## config.mk

```make
export PLATFORM = sky130hd
export DESIGN_NAME = mesh_hs_monitor
export DESIGN_NICKNAME = d
export VERILOG_FILES = /design/src/rtl/mesh_hs_pkg.sv /design/src/rtl/mesh_hs_dir.sv /design/src/rtl/mesh_hs_monitor.sv
export SDC_FILE = /design/constraint.sdc
export NUM_CORES = 2
export LEC_CHECK = 0
export CELL_PAD_IN_SITES_DETAIL_PLACEMENT = 0
export CELL_PAD_IN_SITES_GLOBAL_PLACEMENT = 1
export CORE_AREA = 3 3 555 557
export DETAILED_ROUTE_END_ITERATION = 16
export DIE_AREA = 0 0 558 560
export GPL_TIMING_DRIVEN = 0
export HOLD_SLACK_MARGIN = 0.06
export PLACE_DENSITY = 0.6
export SYNTH_ARGS = -nofsm -noshare
export SYNTH_HDL_FRONTEND = slang
export SYNTH_SLANG_ARGS = --single-unit
```

## constraint.sdc

```tcl
create_clock -name clk -period 81.7 [get_ports clk]
set_input_delay 16.34 -clock clk [delete_from_list [all_inputs] [get_ports clk]]
set_output_delay 16.34 -clock clk [all_outputs]
set_load 0.02 [all_outputs]
```

## src/rtl/mesh_hs_pkg.sv

```systemverilog
// Shared types and helpers for the mesh handshake monitor.
// Optional data-stability check is enabled with MESH_HS_DATA_CHK_EN.
package mesh_hs_pkg;

  typedef enum logic [1:0] {
    IDLE = 2'd0,
    WAIT = 2'd1,
    ERR  = 2'd2
  } hs_state_e;

  typedef enum logic [2:0] {
    EARLY    = 3'd0,
    TIMEOUT  = 3'd1,
    DROP     = 3'd2,
    SPURIOUS = 3'd3,
    DATA     = 3'd4
  } err_kind_e;

  // Wide enough to hold MAX_LAT plus one spare code.
  function automatic int lat_w(input int max_lat);
    return $clog2(max_lat + 2);
  endfunction

endpackage

```

## src/rtl/mesh_hs_dir.sv

```systemverilog
// One handshake direction of one terminal: FSM, latency counter, stats.
// MESH_HS_DATA_CHK_EN adds a data-stability check while waiting for pop.
module mesh_hs_dir import mesh_hs_pkg::*; #(
  parameter int PCKG_SZ = 40,
  parameter int MAX_LAT = 10,
  parameter int CNT_W   = 16,
  localparam int LW     = lat_w(MAX_LAT)
) (
  input  logic               clk,
  input  logic               reset,
  input  logic               pend,
  input  logic               pop,
  input  logic [PCKG_SZ-1:0] data,
  input  logic               clr,
  output logic [CNT_W-1:0]   pass_cnt,
  output logic [CNT_W-1:0]   err_cnt,
  output logic [LW-1:0]      maxlat,
  output logic               sticky
);

  hs_state_e       state, state_nx;
  logic            pend_q;
  logic [LW-1:0]   lat, lat_nx;
  logic            rise;
  logic            pass_ev;
  logic            err_ev;
  logic [4:0]      err_vec;

`ifdef MESH_HS_DATA_CHK_EN
  logic [PCKG_SZ-1:0] data_q, data_nx;
`else
  logic unused_data;
  assign unused_data = ^data;
`endif

  assign rise   = pend & ~pend_q;
  assign err_ev = |err_vec;

  always_comb begin
    state_nx = state;
    lat_nx   = lat;
    pass_ev  = 1'b0;
    err_vec  = '0;
`ifdef MESH_HS_DATA_CHK_EN
    data_nx  = data_q;
`endif
    case (state)
      IDLE: begin
        if (rise && pop) begin
          err_vec[EARLY] = 1'b1;
          state_nx       = ERR;
        end else if (rise) begin
          state_nx = WAIT;
          lat_nx   = LW'(1);
`ifdef MESH_HS_DATA_CHK_EN
          data_nx  = data;
`endif
        end else if (pop && !pend) begin
          err_vec[SPURIOUS] = 1'b1;
        end
      end
      WAIT: begin
        if (pop && (lat <= LW'(MAX_LAT))) begin
          pass_ev  = 1'b1;
          state_nx = IDLE;
        end else if (!pend) begin
          err_vec[DROP] = 1'b1;
          state_nx      = IDLE;
        end else if (lat == LW'(MAX_LAT)) begin
          err_vec[TIMEOUT] = 1'b1;
          state_nx         = ERR;
        end else begin
          lat_nx = lat + LW'(1);
        end
`ifdef MESH_HS_DATA_CHK_EN
        // Track the new value so one change is reported once.
        if (data != data_q) begin
          err_vec[DATA] = 1'b1;
          data_nx       = data;
        end
`endif
      end
      ERR: begin
        if (!pend) state_nx = IDLE;
      end
      default: state_nx = IDLE;
    endcase
  end

  always_ff @(posedge clk or posedge reset) begin
    if (reset) begin
      state  <= IDLE;
      pend_q <= 1'b0;
      lat    <= '0;
`ifdef MESH_HS_DATA_CHK_EN
      data_q <= '0;
`endif
    end else begin
      state  <= state_nx;
      pend_q <= pend;
      lat    <= lat_nx;
`ifdef MESH_HS_DATA_CHK_EN
      data_q <= data_nx;
`endif
    end
  end

  // A same-cycle event survives clr so nothing is lost at the clear boundary.
  always_ff @(posedge clk or posedge reset) begin
    if (reset) begin
      pass_cnt <= '0;
      err_cnt  <= '0;
      maxlat   <= '0;
      sticky   <= 1'b0;
    end else if (clr) begin
      pass_cnt <= pass_ev ? CNT_W'(1) : '0;
      err_cnt  <= err_ev ? CNT_W'(1) : '0;
      maxlat   <= pass_ev ? lat : '0;
      sticky   <= err_ev;
    end else begin
      if (pass_ev && (pass_cnt != '1)) pass_cnt <= pass_cnt + CNT_W'(1);
      if (err_ev && (err_cnt != '1))   err_cnt  <= err_cnt + CNT_W'(1);
      if (pass_ev && (lat > maxlat))   maxlat   <= lat;
      if (err_ev)                      sticky   <= 1'b1;
    end
  end

endmodule

```

## src/rtl/mesh_hs_monitor.sv

```systemverilog
// Handshake monitor for every terminal of the mesh router, both directions.
// Define MESH_HS_DATA_CHK_EN to enable the data-stability check.
module mesh_hs_monitor import mesh_hs_pkg::*; #(
  parameter int NUM_CH  = 16,
  parameter int PCKG_SZ = 40,
  parameter int MAX_LAT = 10,
  parameter int CNT_W   = 16
) (
  input  logic                          clk,
  input  logic                          reset,
  input  logic [NUM_CH-1:0]             pndng,
  input  logic [NUM_CH-1:0]             pop,
  input  logic [NUM_CH-1:0]             pndng_i_in,
  input  logic [NUM_CH-1:0]             popin,
  input  logic [NUM_CH*PCKG_SZ-1:0]     data_out,
  input  logic [NUM_CH*PCKG_SZ-1:0]     data_out_i_in,
  input  logic                          clr,
  input  logic [$clog2(2*NUM_CH)-1:0]   rd_sel,
  output logic [CNT_W-1:0]              rd_pass,
  output logic [CNT_W-1:0]              rd_err,
  output logic [lat_w(MAX_LAT)-1:0]     rd_maxlat,
  output logic [2*NUM_CH-1:0]           err_sticky,
  output logic                          err_any
);

  localparam int ND = 2 * NUM_CH;
  localparam int LW = lat_w(MAX_LAT);

  logic [CNT_W-1:0] pass_a [ND];
  logic [CNT_W-1:0] err_a  [ND];
  logic [LW-1:0]    ml_a   [ND];

  // Even index = router-out direction, odd index = router-in direction.
  for (genvar i = 0; i < NUM_CH; i++) begin : g_ch
    mesh_hs_dir #(
      .PCKG_SZ (PCKG_SZ),
      .MAX_LAT (MAX_LAT),
      .CNT_W   (CNT_W)
    ) u_out (
      .clk      (clk),
      .reset    (reset),
      .pend     (pndng[i]),
      .pop      (pop[i]),
      .data     (data_out[i*PCKG_SZ +: PCKG_SZ]),
      .clr      (clr),
      .pass_cnt (pass_a[2*i]),
      .err_cnt  (err_a[2*i]),
      .maxlat   (ml_a[2*i]),
      .sticky   (err_sticky[2*i])
    );

    mesh_hs_dir #(
      .PCKG_SZ (PCKG_SZ),
      .MAX_LAT (MAX_LAT),
      .CNT_W   (CNT_W)
    ) u_in (
      .clk      (clk),
      .reset    (reset),
      .pend     (pndng_i_in[i]),
      .pop      (popin[i]),
      .data     (data_out_i_in[i*PCKG_SZ +: PCKG_SZ]),
      .clr      (clr),
      .pass_cnt (pass_a[2*i+1]),
      .err_cnt  (err_a[2*i+1]),
      .maxlat   (ml_a[2*i+1]),
      .sticky   (err_sticky[2*i+1])
    );
  end

  assign err_any = |err_sticky;

  always_comb begin
    rd_pass   = '0;
    rd_err    = '0;
    rd_maxlat = '0;
    if (int'(rd_sel) < ND) begin
      rd_pass   = pass_a[rd_sel];
      rd_err    = err_a[rd_sel];
      rd_maxlat = ml_a[rd_sel];
    end
  end

endmodule
```

==> impl_results.md <==
- PwrDens: around 18 mW/mm^2
- Initial core utilization: approximately 28%
- Post-cts hold buffer count: 0
- Hold path start: g_ch[14].u_in.sticky
- Max_cap viols: 1
- Slew margin rel.: -3.77%
- DRC violations left: 0
- Clock Path Buffers: 3
- Switching Share: about 30%
- Avg Inst Size Synth: 9.75 sq um
- Root Buffer: clkbuf_16
- Achievable frequency: 26.5 MHz
- Worst path slowest cell: buf_2
- P_int: 0.00125 W
- Initial antenna violation count: 61
- Top cells by count, synth: dfrtp_1 (1408), nor2_1 (1089), xnor2_1 (477)
- Setup Buffers After CTS: 0
- Leakage: 38.6 nW
- Slew @ Worst Pin: 1.56 ns
- Share of layout cells above drive strength 1: 9.47%
- Synth unique cells: 94
- RR Endpoint: g_ch[1].u_in.err_cnt[15]
- Place WS: 43.98 ns
- Routed wire length: about 350 mm
- RSZ-0062 raised after global routing: no
- WP data required: 65.36 ns
- CP top delay family: buffers and inverters
- Final WS setup: 44.02 ns
- Area Growth Syn to Fin: 15.1%
- WP data arrival: 21.34 ns
- Crit path buf inv count: 6
- Gr ovfl total: 0
- Power share of the sequential group: 42.9%
- CTS Buf Count: 175
- Final Hold Fails: 0
- Flop-to-flop setup slack: about 78 ns
- Status: complete, but fails checks
- Cell mode on critical path: buf_2
- Psw: between 0.0005 and 0.0006 W
- Hold depth: 1
- Worst Setup Path Type: input port to output port
- Post-synthesis sequential area ratio: 41.5%
- Die width: 558 microns
- Peak VDD IR: between 15 and 20 uV
- Number of synthesized flops with an enable pin: 0
- Final GP Congestion: 1.04
- Hold Path Class: register to register
- Post-Syn Instances: approximately 8700
- Die height: 560 microns
- Power, Total: 0.00178 W
- Die area: 0.312 sq mm
- Fillcell total: slightly above 30000
- Syn nets: around 10000
- Vias/cell: 5.54
- Vias in the first global route: 69100
- H-tree depth: 4
- Yosys top cell area share: 41.5%
- CTS resizes: 0
- Clk slew on worst S/H paths: 0.06 ns
- Slew Limit Fails: 13
- GR Util All Layers: 22.2%
- HPWL Detailed: about 280 mm
- Row cnt: 202
- Synth async-reset ratio: 100%
- Final worst-path cycle share: between 40% and 50%
- CTS tree: yes
- PortBufs: 121
- DR vias: roughly 73000
- CTS Sinks: 1408
- Clk_lat worst skew: 0.84 ns
- Total Nets Final: between 10000 and 15000
- ANT nets after route: 0
- Final setup fails: 0
- Routed length per instance: roughly 27 microns
- First-pass DRT Iterations: 6
- Top cells by area, synth: dfrtp_1 (42%), mux4_2 (8.6%), xnor2_1 (4.9%), nor2_1 (4.8%), ha_1 (3.8%)
- Core area: 0.303 sq mm
- Tmin final: about 38 ns
- Failing checks: max-capacitance violations, max-slew violations
- Crit path largest cell delay: 0.85 ns
- Pin count of the biggest net entering global routing: 116
- Most common flop cell mapped by yosys: dfrtp_1
- Ordered list of cells on the worst path: buf_2 -> buf_4 -> buf_2 -> buf_2 -> buf_2 -> mux4_2 -> mux2i_1 -> a22oi_1 -> o21a_1 -> clkdlybuf4s50_1
- Fin Clk Skew: 0.0299 ns
- Setup total negative slack: 0 ns
- Hold endpoint: g_ch[14].u_in.sticky
- Combinational power share: 13.3%
- First-pass GRT wire length: 507 mm
- Initial DRC count: 7522
- I/O pin count: 1421
- CP Capture Type: output port
- Clk network pwr share: 43.8%
- Yosys warnings: 0
- Most frequent cell after synthesis: dfrtp_1
- Worst-case reg-to-reg path depth: 10
- Crit Path Max Fanout: 10
- Worst R2R Start: g_ch[1].u_in.lat[0]
- CP Launch Type: input port
- Mapped Area: 0.0849 sq mm
- Post-synthesis register bit count: 1408
- Largest area contributor in the netlist: dfrtp_1
-- cell type report --
| type | count | area (sq um) | area share (%) |
|---|---|---|---|
| clock buffers | 266 | 5120 | 5.25 |
| diodes | 13 | 32.5 | 0.0333 |
| clock inverters | 38 | 435 | 0.446 |
| well taps | 3978 | 4980 | 5.10 |
| inverters | 358 | 1350 | 1.38 |
| repair buffers | 165 | 2120 | 2.17 |
| multi-input cells | 6536 | 46600 | 47.7 |
| plain buffers | 406 | 1770 | 1.82 |
| flip-flops and latches | 1408 | 35200 | 36.1 |
-- sequential cells by signal, summed over array words and instances (netlist names) --
register             count
g_ch.u_out.lat          64
g_ch.u_in.sticky        16
g_ch.u_in.maxlat        64
g_ch.u_out.err_cnt     256
g_ch.u_out.sticky       16
g_ch.u_in.lat           64
g_ch.u_in.state         32
g_ch.u_in.pass_cnt     256
g_ch.u_in.pend_q        16
g_ch.u_in.err_cnt      256
g_ch.u_out.pend_q       16
g_ch.u_out.state        32
g_ch.u_out.maxlat       64
g_ch.u_out.pass_cnt    256
-- worst max path at each step --
stage               startpoint  cells past startpoint  slack (ns)                      end
floorplan                reset                      1       25.66  g_ch[0].u_in.err_cnt[0]
global placement         reset                      2        5.89  g_ch[14].u_out.state[0]
detailed placement   rd_sel[0]                     10       43.98             rd_maxlat[2]
CTS                  rd_sel[0]                     10       43.98             rd_maxlat[2]
global route         rd_sel[0]                     10       44.04             rd_maxlat[2]
finish               rd_sel[0]                     10       44.02               rd_pass[3]
-- cell families after synthesis --
group / count (synthesis) / synth area share, %
flip-flops: 1408 / 41.5
XOR/XNOR: 752 / 7.76
AND/OR/NAND/NOR: 3752 / 22.7
buffers and inverters: 764 / 3.61
multiplexers: 481 / 10.5
AO/OA/AOI/OAI: 1295 / 10.1
adder cells (fa/ha/maj): 256 / 3.77
-- power by group through the flow --
stage	logic [W]	registers, W	clock network [W]
2_1_floorplan	0.000142	0.000758	0
6_report	0.000236	0.000762	0.000779
3_5_place_dp	0.000236	0.000774	0
5_1_grt	0.000258	0.000766	0.000822
3_3_place_gp	0.000226	0.000776	0
4_1_cts	0.000237	0.000761	0.000795
-- stage by stage --
stage	utilization, %	cells	instance area [sq um]	hold slack, ns
floorplan	-	8708	84900	0.474
global placement	30.0	12800	91100	0.494
detailed placement	30.4	12900	92100	0.499
CTS	32.2	13200	97600	0.512
global route	32.2	13200	97600	0.539
finish	32.2	13200	97700	0.506
-- metal layers --
metal	GRT usage, %	vias up	part of all wire [%]
met1	30.0	36900	43
li1	-	32600	-
met5	0	-	0.037
met4	12.2	20	6.4
met3	3.87	630	7.2
met2	33.6	2731	44
-- cell usage in the layout, fill, tap and decap left out, drive strengths merged, types with 275 or more instances in the layout --
master and count:
nand2 471, clkbuf 564, mux4 324, nand3 466
xor2 275, dfrtp 1408, a21oi 302, inv 369
o21ai 319, nor2 1089, xnor2 477, nand4 359
nor3 299
(Power assumes the default switching activity.)
